<file path="config.mk">
export PLATFORM = sky130hd
export DESIGN_NAME = intc_rr
export DESIGN_NICKNAME = d
export VERILOG_FILES = /design/src/rtl/intc_pkg.sv /design/src/rtl/rr_arb4.sv /design/src/rtl/intc_rr.sv
export SDC_FILE = /design/constraint.sdc
export NUM_CORES = 1
export LEC_CHECK = 0
export ABC_CLOCK_PERIOD_IN_PS = 6500
export CORE_MARGIN = 2
export CORE_UTILIZATION = 38
export CTS_BUF_LIST = sky130_fd_sc_hd__clkbuf_4
export CTS_CLUSTER_DIAMETER = 40
export DETAILED_ROUTE_END_ITERATION = 10
export PLACE_DENSITY = 0.91
export SLEW_MARGIN = 25
export SYNTH_ARGS = -nofsm -noshare
export SYNTH_HDL_FRONTEND = slang
export SYNTH_HIERARCHICAL = 1
export SYNTH_SLANG_ARGS = --single-unit
</file>
<file path="constraint.sdc">
create_clock -name clk -period 6.5 [get_ports clk]
set_clock_uncertainty 0.1 [all_clocks]
set_input_delay 1.95 -clock clk [delete_from_list [all_inputs] [get_ports clk]]
set_output_delay 1.95 -clock clk [all_outputs]
set_load 0.02 [all_outputs]
</file>
<file path="src/rtl/intc_pkg.sv">
// Shared definitions for the round-robin interrupt controller:
// FSM encoding, register indices and STAT bit positions.
package intc_pkg;

  typedef enum logic [1:0] {
    ST_IDLE = 2'd0,
    ST_REQ  = 2'd1,
    ST_SVC  = 2'd2
  } state_t;

  localparam logic [1:0] REG_MASK = 2'd0;
  localparam logic [1:0] REG_PEND = 2'd1;
  localparam logic [1:0] REG_STAT = 2'd2;
  localparam logic [1:0] REG_EOI  = 2'd3;

  localparam int STAT_SVC_BIT = 8;
  localparam int STAT_ID_LSB  = 4;
  localparam int STAT_PTR_LSB = 0;

endpackage

</file>
<file path="src/rtl/rr_arb4.sv">
// Combinational 4-way round-robin picker: first request found scanning
// upward from ptr, wrapping modulo 4.
module rr_arb4 (
  input  logic [3:0] req,
  input  logic [1:0] ptr,
  output logic [1:0] gnt_id,
  output logic       any
);

  logic [1:0] w_idx;
  logic       w_found;

  always_comb begin
    gnt_id  = ptr;
    w_found = 1'b0;
    w_idx   = ptr;
    for (int k = 0; k < 4; k++) begin
      w_idx = ptr + 2'(k);
      if (!w_found && req[w_idx]) begin
        gnt_id  = w_idx;
        w_found = 1'b1;
      end
    end
  end

  assign any = |req;

endmodule

</file>
<file path="src/rtl/intc_rr.sv">
// Round-robin interrupt controller: edge-captures Done lines into pending,
// masks, arbitrates and runs an irq/iack/EOI handshake toward the core.
//
// state | meaning
// IDLE  | no request outstanding; raise irq when a masked candidate exists
// REQ   | irq asserted, waiting for iack (drops back if candidates vanish)
// SVC   | source being serviced; no new irq until EOI is written
module intc_rr
  import intc_pkg::*;
#(
  parameter int unsigned N_SRC      = 4,
  parameter logic [31:0] VEC_BASE   = 32'h0000_0100,
  parameter logic [31:0] VEC_STRIDE = 32'd4
) (
  input  logic             clk,
  input  logic             rst,
  input  logic [N_SRC-1:0] Done,
  input  logic [1:0]       A,
  input  logic             WE,
  input  logic [31:0]      WD,
  output logic [31:0]      RD,
  output logic             irq,
  input  logic             iack,
  output logic [31:0]      addr
);

  state_t           r_state;
  state_t           w_state_nxt;
  logic [N_SRC-1:0] r_mask;
  logic [N_SRC-1:0] r_pend;
  logic [N_SRC-1:0] r_done_q;
  logic [1:0]       r_ptr;
  logic [1:0]       r_id;
  logic             r_irq;
  logic [31:0]      r_addr;

  logic             w_wr_mask;
  logic             w_wr_pend;
  logic             w_wr_eoi;
  logic [N_SRC-1:0] w_set;
  logic [N_SRC-1:0] w_clr_w1c;
  logic [N_SRC-1:0] w_clr_ack;
  logic [N_SRC-1:0] w_mask_eff;
  logic [N_SRC-1:0] w_cand_eff;
  logic             w_cand_any_q;
  logic [1:0]       w_gnt_id;
  logic             w_arb_any;
  logic             w_ack;
  logic [31:0]      w_vec;
  logic             w_unused_wd;

  assign w_wr_mask = WE && (A == REG_MASK);
  assign w_wr_pend = WE && (A == REG_PEND);
  assign w_wr_eoi  = WE && (A == REG_EOI);

  assign w_set      = Done & ~r_done_q;
  assign w_clr_w1c  = w_wr_pend ? WD[N_SRC-1:0] : '0;
  assign w_mask_eff = w_wr_mask ? WD[N_SRC-1:0] : r_mask;

  // REQ looks at this cycle's writes so a W1C/mask change racing iack wins.
  assign w_cand_eff   = r_pend & ~w_clr_w1c & w_mask_eff;
  assign w_cand_any_q = |(r_pend & r_mask);

  rr_arb4 u_arb (
    .req    (w_cand_eff),
    .ptr    (r_ptr),
    .gnt_id (w_gnt_id),
    .any    (w_arb_any)
  );

  assign w_vec       = VEC_BASE + VEC_STRIDE * {30'd0, w_gnt_id};
  assign w_clr_ack   = w_ack ? (N_SRC'(1) << w_gnt_id) : '0;
  assign w_unused_wd = ^WD[31:N_SRC];

  always_comb begin
    w_state_nxt = r_state;
    w_ack       = 1'b0;
    unique case (r_state)
      ST_IDLE: begin
        if (w_cand_any_q) w_state_nxt = ST_REQ;
      end
      ST_REQ: begin
        if (!w_arb_any) begin
          w_state_nxt = ST_IDLE;
        end else if (iack) begin
          w_ack       = 1'b1;
          w_state_nxt = ST_SVC;
        end
      end
      ST_SVC: begin
        if (w_wr_eoi) w_state_nxt = ST_IDLE;
      end
      default: w_state_nxt = ST_IDLE;
    endcase
  end

  always_ff @(posedge clk or negedge rst) begin
    if (!rst) begin
      r_state  <= ST_IDLE;
      r_mask   <= '0;
      r_pend   <= '0;
      r_done_q <= '0;
      r_ptr    <= 2'd0;
      r_id     <= 2'd0;
      r_irq    <= 1'b0;
      r_addr   <= '0;
    end else begin
      r_state  <= w_state_nxt;
      r_done_q <= Done;
      r_irq    <= (w_state_nxt == ST_REQ);
      if (w_wr_mask) r_mask <= WD[N_SRC-1:0];
      // New edges override any clear hitting the same bit.
      r_pend <= (r_pend & ~(w_clr_w1c | w_clr_ack)) | w_set;
      if (w_ack) begin
        r_addr <= w_vec;
        r_id   <= w_gnt_id;
        r_ptr  <= w_gnt_id + 2'd1;
      end
    end
  end

  always_comb begin
    RD = '0;
    case (A)
      REG_MASK: RD[N_SRC-1:0] = r_mask;
      REG_PEND: RD[N_SRC-1:0] = r_pend;
      REG_STAT: begin
        RD[STAT_SVC_BIT]      = (r_state == ST_SVC);
        RD[STAT_ID_LSB +: 2]  = r_id;
        RD[STAT_PTR_LSB +: 2] = r_ptr;
      end
      default: RD = '0;
    endcase
  end

  assign irq  = r_irq;
  assign addr = r_addr;

endmodule
</file>
==> flow_metrics.tcl, run 1 <==
set metrics [dict create \
    layout.nets 232 \
    cp.depth 4 \
    cts_hold_buf 0 \
    setup_viol 0 \
    port-buffer-count 24 \
    drive_gt1_share_pct 8.65 \
    fin_cells 233 \
    period_minus_slack_ns 5.86 \
    cts.clk_slew.worst_paths_ns 0.12 \
    yosys_warnings 6 \
    pin_count 107 \
    dp_hpwl_mm 2.05 \
    worstSetupPathType "primary input to primary output" \
    wl_per_cell_um 10.9 \
    crit_buf_inv 2 \
    worst_r2r_endpoint "r_ptr[1]$_DFFE_PN0P_" \
    period_share_pct 90.2 \
    tightest_slew_ns 0.886 \
    crit_path_end_kind "primary output" \
    startpoint_type "primary input" \
    top_layer "met4" \
    syn_inst 159 \
    cts_setup_buffers 0 \
    required_ns 4.45 \
    worst-path-max-fanout 8 \
    cpMaxStageDelayCell "clkdlybuf4s50_1" \
    post-place-cells 229 \
    dr_wl_met3_um 131 \
    crit_path_cell_trace "clkdlybuf4s50_1 -> nor2b_1 -> and3_1 -> clkdlybuf4s50_1" \
    fmax_ghz 0.171 \
    via_per_inst 4.19 \
    initial_core_util_pct 39.9 \
    ant_nets 0 \
    place_area_um2 1570 \
    die_width_um 66.5 \
    grt_remaining_overflow 0 \
    avgSynthCellArea_um2 9.32 \
    n_antenna_cell 0 \
    relSlewSlack_pct 40.7 \
    endpoint "RD[8]" \
    hp-class "flop to flop" \
    die_h_um 66.5 \
    vdd_drop_max_v 0.000200 \
    clock_sinks 20 \
    cts_buffers 3 \
    gp_routability_congestion 0.864 \
    rr_startpoint "r_mask[2]$_DFF_PN0_" \
    slowest_delay_ns 0.61 \
    arrival_ns 3.81 \
    track_usage_pct 11.9 \
    clock_latency_ns 0.30 \
    final_common_cell "conb_1" \
    drc 0 \
    fill_cells 372 \
    syn_area_um2 1480 \
    dr.pass1.iters 4 \
    dieArea_um2 4420 \
    rr_worst_depth 8 \
    syn2layout_area_growth_pct 9.28 \
    cts_htree_levels 1 \
    setup-tns-final_ns 0 \
    p_total_mw 0.566 \
    hold_viol_final 0 \
    grt_pass1_wl_mm 3.96 \
    core_um2 3720 \
    vias 976 \
    cts_root_buffer "clkbuf_4" \
    maxCapViolations 0 \
    critPathTopFamily "buffers and inverters" \
    p_leak_nw 0.786 \
    drv_slew 0 \
    outcome "finished clean" \
    powerDensity_nw_per_um2 349 \
    path_common_cell "clkdlybuf4s50_1" \
    final_cell_mix "conb_1, clkdlybuf4s50_1, dfrtp_1" \
    drt-total-wl_mm 2.54 \
    crit_start "A[0]" \
    ys_seq_area_share_pct 33.8 \
    ys_types 30 \
    grt_max_degree 21 \
    fp-row-count 22 \
    cts_resized 0 \
    cts_buffer_depth 2 \
    route.met2.wl_mm 1.34 \
    final_cell_area_um2 1620 \
    rsz0062_at_grt "no" \
    synth_seq_cells 20 \
    met1_length_mm 1.03 \
    first_global_vias 885 \
    drt_first_iter_violations 7 \
    cts_tree "built" \
    rrSetupSlack_ns 3.98 \
    antenna_found_initial 0 \
]
per-layer routing:
| metal | vias to the layer above | global-route usage [%] |
|---|---|---|
| met3 | 4 | 1.18 |
| met5 | - | 0 |
| li1 | 470 | - |
| met4 | 0 | 6.12 |
| met1 | 453 | 13.7 |
| met2 | 49 | 21.8 |
layout make-up:
class	count	area (µm²)	share of cell area, %
timing repair buffer	25	248	15.3
clock inverter	1	30.0	1.85
multi-input combinational	127	726	44.8
sequential	20	500	30.9
inverter	9	33.8	2.08
clock buffer	3	22.5	1.39
tap	48	60.1	3.71
cells by family (layout without fill, tap and decap cells):
kind of cell             count (synthesis)  count (layout)  share of synthesized area (%)
adder cells (fa/ha/maj)                  4               4                           3.38
multiplexers                            11              11                           8.02
AND/OR/NAND/NOR                         37              37                           14.5
buffers and inverters                   65              38                           30.7
AO/OA/AOI/OAI                           21              21                           9.37
other                                    1              54                          0.253
flip-flops                              20              20                           33.8
where the power goes:
| part | internal, mW | switching, mW | total [mW] |
|---|---|---|---|
| registers | 0.164 | 0.0335 | 0.197 |
| clock network | 0.0623 | 0.0376 | 0.0999 |
| logic | 0.114 | 0.155 | 0.269 |
| total | 0.340 | 0.226 | 0.566 |
synth_stat cells:
library cell  count  share of area, %
a21o_1            1              0.51
a21oi_1           3               1.0
a221oi_2          1               1.0
a22oi_1           2               1.0
a311oi_1          2               1.2
a31o_2            1              0.59
and2_1            6               2.5
and3_1            1              0.42
and4b_1           1              0.68
buf_2             1              0.34
buf_4            54                27
buf_6             1              0.76
conb_1            1              0.25
dfrtp_1          20                34
ha_1              4               3.4
inv_1             9               2.3
mux2_2            7               5.3
mux2i_1           4               2.7
nand2_1           9               2.3
nand2b_1          3               1.3
nand3_1           1              0.34
nand3b_1          1              0.51
nand4b_1          1              0.59
nor2_1            5               1.3
nor2b_1           6               2.5
nor3b_4           1               1.3
o21ai_0           7               2.4
o22ai_1           4               1.7
or2_2             1              0.42
or3_1             1              0.42
flip-flops by register name (all words and copies together), names as in the netlist:
register / count
addr: 2
irq: 1
r_done_q: 4
r_id: 1
r_mask: 4
r_pend: 4
r_ptr: 2
r_state: 2
worst min path at each step:
stage	startpoint	end	cells after the start
after floorplan	r_done_q[0]$_DFF_PN0_	r_pend[0]$_DFF_PN0_	1
after global placement	r_done_q[2]$_DFF_PN0_	r_pend[2]$_DFF_PN0_	1
after detailed placement	r_done_q[0]$_DFF_PN0_	r_pend[0]$_DFF_PN0_	1
after CTS	r_done_q[0]$_DFF_PN0_	r_pend[0]$_DFF_PN0_	1
after global routing	r_done_q[1]$_DFF_PN0_	r_pend[1]$_DFF_PN0_	1
final	r_done_q[1]$_DFF_PN0_	r_pend[1]$_DFF_PN0_	1
per-stage QoR:
| stage | worst slack, ns | util [%] | hold WS, ns |
|---|---|---|---|
| floorplan | 1.79 | - | 0.309 |
| global placement | 0.597 | 42.2 | 0.312 |
| detailed placement | 0.602 | 42.2 | 0.324 |
| CTS | 0.597 | 43.6 | 0.339 |
| global route | 0.488 | 43.6 | 0.357 |
| finish | 0.636 | 43.6 | 0.333 |
Note: power is estimated with default switching activity, not from simulation.
==> run 2, diff against run 1 <==
Settings changed: CORE_ASPECT_RATIO set to 2.
==> flow_metrics.tcl, run 2 (synthesized netlist as in run 1, its figures left out) <==
set metrics [dict create \
    p_sw_share_pct 43.4 \
    path_common_cell "clkdlybuf4s50_1" \
    core_um2 3800 \
    cts_buffers 3 \
    switching_power_mw 0.231 \
    final_cell_mix "conb_1, clkdlybuf4s50_1, dfrtp_1" \
    setup_viol 0 \
    worstSetupPathType "primary input to primary output" \
    required_ns 4.45 \
    final_common_cell "conb_1" \
    arrival_ns 3.65 \
    cts.clk_slew.worst_paths_ns 0.10 \
    powerDensity_nw_per_um2 331 \
    via_per_inst 4.43 \
    cts_resized 0 \
    grt_max_degree 21 \
    die_h_um 92.3 \
    cts_tree "built" \
    die_width_um 48.2 \
    fmax_ghz 0.175 \
    layout.nets 233 \
    reg_top3 "r_done_q: 4 flops, r_mask: 4 flops, r_pend: 4 flops" \
    grt_remaining_overflow 0 \
    post-route-util_pct 42.1 \
    antenna_found_initial 0 \
    worst-path-max-fanout 5 \
    drt-total-wl_mm 2.76 \
    rr_startpoint "r_mask[2]$_DFF_PN0_" \
    crit_start "A[1]" \
    initial_core_util_pct 39.0 \
    gp_routability_congestion 0.854 \
    startpoint_type "primary input" \
    fp-row-count 32 \
    crit_path_end_kind "primary output" \
    vias 1046 \
    setup-tns-final_ns 0 \
    vdd_drop_max_v 0.000161 \
    cts_buffer_depth 2 \
    rrSetupSlack_ns 3.97 \
    track_usage_pct 12.9 \
    clock_sinks 20 \
    pin_count 107 \
    port-buffer-count 24 \
    wl_per_cell_um 11.7 \
    fin_cells 236 \
    ant_nets 0 \
    cpMaxStageDelayCell "clkdlybuf4s50_1" \
    combPwrFrac_pct 51.9 \
    relSlewSlack_pct 37.2 \
    cts_hold_buf 0 \
    outcome "finished clean" \
    drv_slew 0 \
    grt_pass1_wl_mm 4.13 \
    hold_viol_final 0 \
    slowest_delay_ns 0.64 \
    dr.pass1.iters 4 \
    cts_setup_buffers 0 \
    p_leak_nw 0.777 \
    tightest_slew_ns 0.940 \
    period_minus_slack_ns 5.70 \
    cts_htree_levels 1 \
    period_share_pct 87.7 \
    cts_root_buffer "clkbuf_4" \
    min-delay-start "r_done_q[2]$_DFF_PN0_" \
    drt_first_iter_violations 33 \
    drc 0 \
    syn2layout_area_growth_pct 8.02 \
    fin_hold_ws_ns 0.334 \
    rsz0062_at_grt "no" \
    clock_power_share_pct 11.0 \
    hp-class "flop to flop" \
    n_antenna_cell 0 \
    post-place-cells 233 \
    drive_gt1_share_pct 8.65 \
    internal_power_mw 0.300 \
    p_seq_share_pct 37.1 \
    crit_path_cell_trace "clkdlybuf4s50_1 -> nor2b_1 -> nand2_1 -> o21ai_0 -> clkdlybuf4s50_1" \
    first_global_vias 918 \
    p_total_mw 0.531 \
    maxCapViolations 0 \
    dp_hpwl_mm 2.26 \
    clock_latency_ns 0.30 \
    dieArea_um2 4450 \
]
run 2: path summary, 6_finish.rpt:
path	end	depth (start not counted)
worst max-delay path	RD[1]	5
worst min register to register	r_pend[2]$_DFF_PN0_	1
min in group asynchronous	r_pend[0]$_DFF_PN0_	1
max in group asynchronous	r_mask[3]$_DFF_PN0_	1
worst max register to register	r_ptr[1]$_DFFE_PN0P_	8
worst min-delay path	r_pend[2]$_DFF_PN0_	1
run 2: area by class of cell:
class / count / area (µm²)
Tap cell: 51 / 63.8
Fill cell: 377 / 2200
Sequential cell: 20 / 500
Timing Repair Buffer: 26 / 255
Inverter: 9 / 33.8
Multi-Input combinational cell: 127 / 726
Clock buffer: 3 / 22.5
run 2: critical path, delay by kind of cell:
kind,cells,cell delay (ns)
buffers and inverters,2,1.11
AND/OR/NAND/NOR,2,0.48
AO/OA/AOI/OAI,1,0.11
run 2: per-layer routing:
layer  global-route usage, %  up-vias  part of all wire (%)  wire length [µm]
met4                    10.1        0                   5.7               158
met5                       0        -                     0                 0
met3                    1.95       14                   8.4               231
met2                    20.7       71                    54              1480
li1                        -      474                     -                 -
met1                    13.7      487                    32               887
run 2: power groups by stage:
stage	clock network (mW)	registers, mW	logic, mW
finish	0.0582	0.197	0.275
global route	0.0660	0.202	0.301
CTS	0.0602	0.196	0.275
detailed placement	0	0.200	0.273
global placement	0	0.196	0.265
floorplan	0	0.202	0.203
run 2: stage by stage:
| step | area (µm²) | worst slack [ns] |
|---|---|---|
| after floorplan | 1680 | 1.79 |
| after global placement | 1580 | 0.766 |
| after detailed placement | 1580 | 0.753 |
| after CTS | 1600 | 0.749 |
| after global routing | 1600 | 0.691 |
| final | 1600 | 0.799 |
==> run 3, diff against run 2 <==
Settings changed: PLACE_DENSITY 0.91 to 0.86, SKIP_LAST_GASP set to 1.
==> flow_metrics.tcl, run 3 (synthesized netlist as in run 1, its figures left out) <==
set metrics [dict create \
    layout.nets 233 \
    syn2layout_area_growth_pct 8.27 \
    fp-row-count 32 \
    combPwrFrac_pct 51.4 \
    core_um2 3800 \
    die_h_um 92.3 \
    p_leak_nw 0.779 \
    via_per_inst 4.32 \
    drc 0 \
    cts_buffer_depth 2 \
    final_cell_mix "conb_1, clkdlybuf4s50_1, dfrtp_1" \
    cts_tree "built" \
    vdd_drop_max_v 0.000129 \
    worstSetupPathType "primary input to primary output" \
    period_minus_slack_ns 5.69 \
    powerDensity_nw_per_um2 331 \
    cts.clk_slew.worst_paths_ns 0.11 \
    wl_per_cell_um 11.6 \
    clock_latency_ns 0.30 \
    startpoint_type "primary input" \
    drive_gt1_share_pct 8.60 \
    tightest_slew_ns 0.920 \
    n_antenna_cell 0 \
    die_width_um 48.2 \
    relSlewSlack_pct 38.5 \
    gp_routability_congestion 0.858 \
    hp-class "flop to flop" \
    cts_hold_buf 0 \
    ant_nets 0 \
    cts_buffers 3 \
    worst-path-max-fanout 5 \
    vias 1023 \
    switching_power_mw 0.229 \
    grt_remaining_overflow 0 \
    setup-tns-final_ns 0 \
    drv_slew 0 \
    hold_viol_final 0 \
    drt_first_iter_violations 19 \
    grt_max_degree 21 \
    crit_path_end_kind "primary output" \
    post-route-util_pct 42.2 \
    required_ns 4.45 \
    maxCapViolations 0 \
    track_usage_pct 12.8 \
    internal_power_mw 0.302 \
    drt-total-wl_mm 2.74 \
    outcome "finished clean" \
    cts_setup_buffers 0 \
    cts_root_buffer "clkbuf_4" \
    fmax_ghz 0.176 \
    clock_sinks 20 \
    fill_cells 381 \
    clock_power_share_pct 11.5 \
    first_global_vias 979 \
    dr.pass1.iters 4 \
    period_share_pct 87.6 \
    rsz0062_at_grt "no" \
    cts_htree_levels 1 \
    dp_hpwl_mm 2.21 \
    setup_viol 0 \
    p_seq_share_pct 37.2 \
    arrival_ns 3.64 \
    reg_top3 "r_done_q: 4 flops, r_mask: 4 flops, r_pend: 4 flops" \
    pin_count 107 \
    p_sw_share_pct 43.2 \
    antenna_found_initial 0 \
    final_common_cell "conb_1" \
    dieArea_um2 4450 \
    cts_resized 0 \
    grt_pass1_wl_mm 4.13 \
    port-buffer-count 24 \
    initial_core_util_pct 39.0 \
]
[run 3: changes by cell type in the layout (fill, tap and decap cells not counted), sizes merged]
cell / change
clkinv: +1
[run 3: path summary, 6_finish.rpt]
| path | depth (start not counted) | start | endpoint | slack [ns] |
|---|---|---|---|---|
| worst max register to register | 8 | r_mask[2]$_DFF_PN0_ | r_ptr[1]$_DFFE_PN0P_ | 4.02 |
| min in group asynchronous | 1 | rst | r_done_q[2]$_DFF_PN0_ | 2.05 |
| worst min-delay path | 1 | r_done_q[0]$_DFF_PN0_ | r_pend[0]$_DFF_PN0_ | 0.34 |
| worst min register to register | 1 | r_done_q[0]$_DFF_PN0_ | r_pend[0]$_DFF_PN0_ | 0.34 |
| max in group asynchronous | 1 | rst | addr[8]$_DFFE_PN0P_ | 3.69 |
| worst max-delay path | 5 | A[1] | RD[1] | 0.81 |
[run 3: metrics by stage]
step | worst slack (ns) | hold WS (ns) | total power [mW] | cell area (µm²) | instances
after floorplan | 1.79 | 0.309 | 0.405 | 1680 | 212
after detailed placement | 0.771 | 0.320 | 0.470 | 1580 | 233
after CTS | 0.770 | 0.336 | 0.532 | 1610 | 237
after global routing | 0.661 | 0.363 | 0.571 | 1610 | 237
final | 0.806 | 0.341 | 0.531 | 1610 | 237
after global placement | 0.771 | 0.311 | 0.464 | 1580 | 233
[run 3: routing by layer]
| layer | global-route usage (%) | wire (µm) | part of all wire [%] | vias to the layer above |
|---|---|---|---|---|
| met3 | 1.75 | 221 | 8.1 | 6 |
| met2 | 24.1 | 1580 | 57 | 71 |
| met4 | 5.18 | 44 | 1.6 | 0 |
| met5 | 0 | 0 | 0 | - |
| li1 | - | - | - | 472 |
| met1 | 12.1 | 901 | 33 | 474 |
[run 3: final cells by class]
cell class / count / area (µm²) / share of cell area [%]
Sequential cell: 20 / 500 / 31.2
Multi-Input combinational cell: 127 / 726 / 45.2
Tap cell: 51 / 63.8 / 3.98
Clock inverter: 1 / 3.75 / 0.234
Clock buffer: 3 / 22.5 / 1.40
Inverter: 9 / 33.8 / 2.10
Timing Repair Buffer: 26 / 255 / 15.9
[run 3: power by group through the flow]
stage	clock, mW	combinational [mW]	sequential (mW)
2_1_floorplan	0	0.203	0.202
5_1_grt	0.0675	0.301	0.202
3_5_place_dp	0	0.270	0.200
3_3_place_gp	0	0.268	0.196
6_report	0.0608	0.272	0.197
4_1_cts	0.0629	0.272	0.197
[run 3: worst max-delay path, cell delays in order]
cell and delay (ns):
clkdlybuf4s50_1 0.47, nor2b_1 0.37, nand2_1 0.11, o21ai_0 0.11, clkdlybuf4s50_1 0.64
